$ cat src/rtl/usb_tx_seq.sv
// Transmit sequencer feeding the bit stuffer: SYNC, then packet bytes LSB first,
// a tail cycle for a trailing stuffed bit, then a fixed-length end-of-packet.
module usb_tx_seq #(
    parameter logic [7:0] SYNC_PAT = 8'h80,
    parameter int         EOP_LEN  = 2
) (
    input  logic       clk,
    input  logic       rst,
    input  logic       start,
    input  logic [7:0] byte_in,
    input  logic       byte_valid,
    input  logic       byte_last,
    output logic       byte_ready,
    input  logic       pause,
    output logic       bit_out,
    output logic       eop,
    output logic       busy,
    output logic       done,
    output logic       err
);

    localparam int CNT_W = (EOP_LEN < 2) ? 1 : $clog2(EOP_LEN + 1);

    typedef enum logic [2:0] {
        IDLE = 3'd0,
        SYNC = 3'd1,
        DATA = 3'd2,
        TAIL = 3'd3,
        EOP  = 3'd4
    } state_t;

    state_t           state, state_n;
    logic [7:0]       sr, sr_n;
    logic [2:0]       idx, idx_n;
    logic             last_q, last_n;
    logic [CNT_W-1:0] cnt, cnt_n;

    always_ff @(posedge clk or posedge rst) begin
        if (rst) begin
            state  <= IDLE;
            sr     <= 8'd0;
            idx    <= 3'd0;
            last_q <= 1'b0;
            cnt    <= '0;
        end else begin
            state  <= state_n;
            sr     <= sr_n;
            idx    <= idx_n;
            last_q <= last_n;
            cnt    <= cnt_n;
        end
    end

    always_comb begin
        state_n    = state;
        sr_n       = sr;
        idx_n      = idx;
        last_n     = last_q;
        cnt_n      = cnt;
        byte_ready = 1'b0;
        bit_out    = 1'b0;
        eop        = 1'b0;
        done       = 1'b0;
        err        = 1'b0;
        busy       = (state != IDLE);

        case (state)
            IDLE: begin
                if (start) begin
                    sr_n    = SYNC_PAT;
                    idx_n   = 3'd0;
                    last_n  = 1'b0;
                    state_n = SYNC;
                end
            end

            SYNC, DATA: begin
                bit_out = sr[0];
                // A paused cycle is swallowed by the stuffer, so the current bit is held
                if (!pause) begin
                    sr_n  = {1'b0, sr[7:1]};
                    idx_n = idx + 3'd1;
                    if (idx == 3'd7) begin
                        if (state == DATA && last_q) begin
                            state_n = TAIL;
                        end else begin
                            byte_ready = 1'b1;
                            if (byte_valid) begin
                                sr_n    = byte_in;
                                last_n  = byte_last;
                                state_n = DATA;
                            end else begin
                                err     = 1'b1;
                                state_n = TAIL;
                            end
                        end
                    end
                end
            end

            TAIL: begin
                if (!pause) begin
                    cnt_n   = CNT_W'(EOP_LEN - 1);
                    state_n = EOP;
                end
            end

            EOP: begin
                eop = 1'b1;
                if (cnt == '0) begin
                    done    = 1'b1;
                    state_n = IDLE;
                end else begin
                    cnt_n = cnt - CNT_W'(1);
                end
            end

            default: begin
                state_n = IDLE;
            end
        endcase
    end

endmodule

$ cat config.mk
export PLATFORM = sky130hd
export DESIGN_NAME = usb_tx_seq
export DESIGN_NICKNAME = d
export VERILOG_FILES = /design/src/rtl/usb_tx_seq.sv
export SDC_FILE = /design/constraint.sdc
export NUM_CORES = 1
export LEC_CHECK = 0
export CORE_MARGIN = 4
export CORE_UTILIZATION = 35
export CTS_BUF_LIST = sky130_fd_sc_hd__clkbuf_2 sky130_fd_sc_hd__clkbuf_4 sky130_fd_sc_hd__clkbuf_8
export DETAILED_ROUTE_END_ITERATION = 12
export PLACE_DENSITY = 0.61
export SLEW_MARGIN = 30
export SYNTH_ARGS = -nofsm -noshare
export SYNTH_HDL_FRONTEND = slang
export SYNTH_SLANG_ARGS = --single-unit
$ cat constraint.sdc
create_clock -name clk -period 3.8 [get_ports clk]
set_input_delay 0.57 -clock clk [delete_from_list [all_inputs] [get_ports clk]]
set_output_delay 0.57 -clock clk [all_outputs]
set_load 0.01 [all_outputs]
==> impl_results.md <==
* Worst reg2reg path depth at 5
* Status: completed
* Post-CTS setup buffers at 0
* Dpl hpwl at 1440 um
* Final worst setup slack at 1080 ps
* Hold path start: sr[0]$_DFFE_PP0P_
* First DRT Iteration DRCs at 39
* Die height at 61.4 um
* Worst Max-Slew Pin Slew at 615 ps
* Largest net degree at the start of global routing at 18
* R2R setup slack at 2040 ps
* Final RePlAce weighted congestion at 0.772
* Post-Syn Instances at 99
* Clk_lat worst skew at 280 ps
* First-pass GRT wire length at 3230 um
* DR vias at 753
* Post_cts resized at 0
* Slowest cell on the critical path: clkdlybuf4s50_1
* CTS H-Tree Depth at 1
* Syn avg cell area at 10.1 um2
* DRC viols at 0
* Synth unique cells at 33
* Die footprint at 3780 um2
* Reg clk slew, reported paths at 90 ps
* Reg2Reg Capture Point: sr[5]$_DFFE_PP0P_
* Place WS at 1070 ps
* Fin nets at 135
* Minimum clock period at 2720 ps
* CTS Buf Count at 3
* N_diodes at 0
* Post-synthesis sequential area ratio at 42.6%
* Starting Density at 36.6%
* Core ar. at 2730 um2
* Crit Path Class: in -> out
* Post-layout power at 0.644 mW
* RSZ-0062 raised after global routing: no
* Number of global-route vias before repair at 708
* Root buf cell: clkbuf_4
* Detailed Route WL at 1890 um
* Worst R2R Start: idx[0]$_DFFE_PP0P_
* Leakage power at 0.525 nW
* Cells after DPL at 144
* Clk buf depth at 2
* Area growth, synth to finish at 22.9%
* Final setup vio count at 0
* DRT antenna net count at 0
* Max IR drop VDD at 0.304 mV
* Setup crit end kind: output port
* Pwr/cell area at 524 nW/um2
* Slew headroom at 58.9%
* Final Slew Violations at 0
* Fmax at 0.367 GHz
* Synth Cell Area at 1000 um2
* Worst Path Required at 3230 ps
* Clk_skew at 6.10 ps
* Sum Neg Setup Slack at 0 ps
* Final Hold Vio Count at 0
* Final Cycle Share at 71.6%
* Crit path cell chain: clkdlybuf4s50_1 -> nor2_1 -> o211a_1 -> nor2b_1 -> clkdlybuf4s50_1
* Worst-path fanout max at 6
* 1st-pass router iterations at 4
* Rows at 19
* Overflow after GRT at 0
* Top Ports at 20
* Max Cap Viol at 0
* Cts hold-fix bufs at 0
* Worst Hold Path Cells at 2
* Ys Warns at 0
* TritonCTS Sinks at 17
* Mapped Nets at 116
* Slowest stage delay, CP at 540 ps
* Fin cells at 148
* CTS tree: built
* Die X at 61.4 um
* WL/cell at 12.8 um
* WP data arrival at 2150 ps
* Synth Register Bits at 17
* Initial antenna violation count at 0
* I/O Buffers at 19
* Most used cell, CP: clkdlybuf4s50_1
* Minimum hold slack at 484 ps
* WHS Endpoint: sr[0]$_DFFE_PP0P_
* Via density at 5.09
* Total GRT Usage at 11.4%
* Critical Path Start Type: input pin
* Ratio of cells with drive above 1 in the final layout at 11.1%
* Min-Delay Path Class: reg -> reg
==> how the worst max path moves through the flow <==
stage	start	end	slack [ps]	cells after the start
global placement	pause	err	1110	5
detailed placement	pause	err	1070	5
CTS	pause	err	1060	5
floorplan	pause	err	2050	3
global route	pause	err	970	5
finish	pause	err	1080	5
==> placed cells by master, fill, tap and decap left out, types with 2 or more instances in the layout <==
cell and n:
a21oi_1 3, a22o_1 2, clkbuf_4 3, clkdlybuf4s50_1 19, dfrtp_1 17, ha_1 3
inv_1 8, mux2_2 2, mux2i_1 9, nand2_1 10, nand2b_1 3, nor2_1 6
nor2b_1 3, o21ai_0 9
==> critical path, delay by kind of cell <==
family | cells | cell delay, ps
AO/OA/AOI/OAI | 1 | 200
buffers and inverters | 2 | 1030
AND/OR/NAND/NOR | 2 | 350
==> power breakdown <==
part | total, mW | leakage, nW | internal, mW | switching [mW]
Combinational | 0.258 | 0.287 | 0.128 | 0.129
Clock | 0.0928 | 0.0177 | 0.0390 | 0.0538
Sequential | 0.293 | 0.220 | 0.242 | 0.0512
Total | 0.644 | 0.525 | 0.409 | 0.234
==> metrics by stage <==
stage / cell area [um2] / util, %
floorplan: 1000 / -
global placement: 1190 / 43.6
detailed placement: 1190 / 43.6
CTS: 1220 / 44.6
global route: 1230 / 44.9
finish: 1230 / 44.9
==> synth_stat cells (all sizes together) <==
master  number  share of area (%)
or3b         1                1.1
o311ai       2                2.5
a22o         2                1.8
and2         1               0.63
and2b        1               0.75
ha           3                3.8
a221oi       2                2.4
and3         1               0.63
and4         1                1.0
nand2b       3                1.9
nor3         1               0.50
o211a        1                1.0
xnor2        1               0.88
nand2       10                3.8
a31oi        1                1.3
o21ai        9                4.5
buf          5                3.8
mux2i        9                9.0
o311a        1                1.0
nor2b        3                1.9
o22ai        1               0.63
dfrtp       17                 43
nor2         7                3.4
inv          8                3.0
a21oi        3                1.5
mux2         3                3.8
nand3        1               0.50
a21o         1               0.75
==> layer usage <==
metal  track usage, %  wire length (um)  vias to the layer above
met4             4.55                11                        0
met1             15.5               933                      347
li1                 -                 -                      387
met5                0                 0                        -
met3             2.52               101                        2
met2             17.7               841                       17
==> sequential cells by signal, summed over array words and instances (netlist names) <==
name and count:
cnt 2, idx 3, last_q 1, sr 8
state 3
==> cells by family (layout without fill, tap and decap cells) <==
kind of cell	count (synthesis)	count (layout)	share of synthesized area (%)
simple gates	30	30	16.0
xor+xnor	1	1	0.876
buf+inv	13	31	6.76
flops	17	17	42.6
mux	12	12	12.8
compound gates	23	23	17.3
fa+ha+maj	3	3	3.76
==> final cells by class <==
cell class              count  area (um2)
fillers                   264        1510
multi-input cells          69         517
flip-flops and latches     17         425
repair buffers             19         190
well taps                  31        38.8
inverters                   8        30.0
clock buffers               3        22.5
clock inverters             1        5.00
Power figures use the tool's default switching activity.
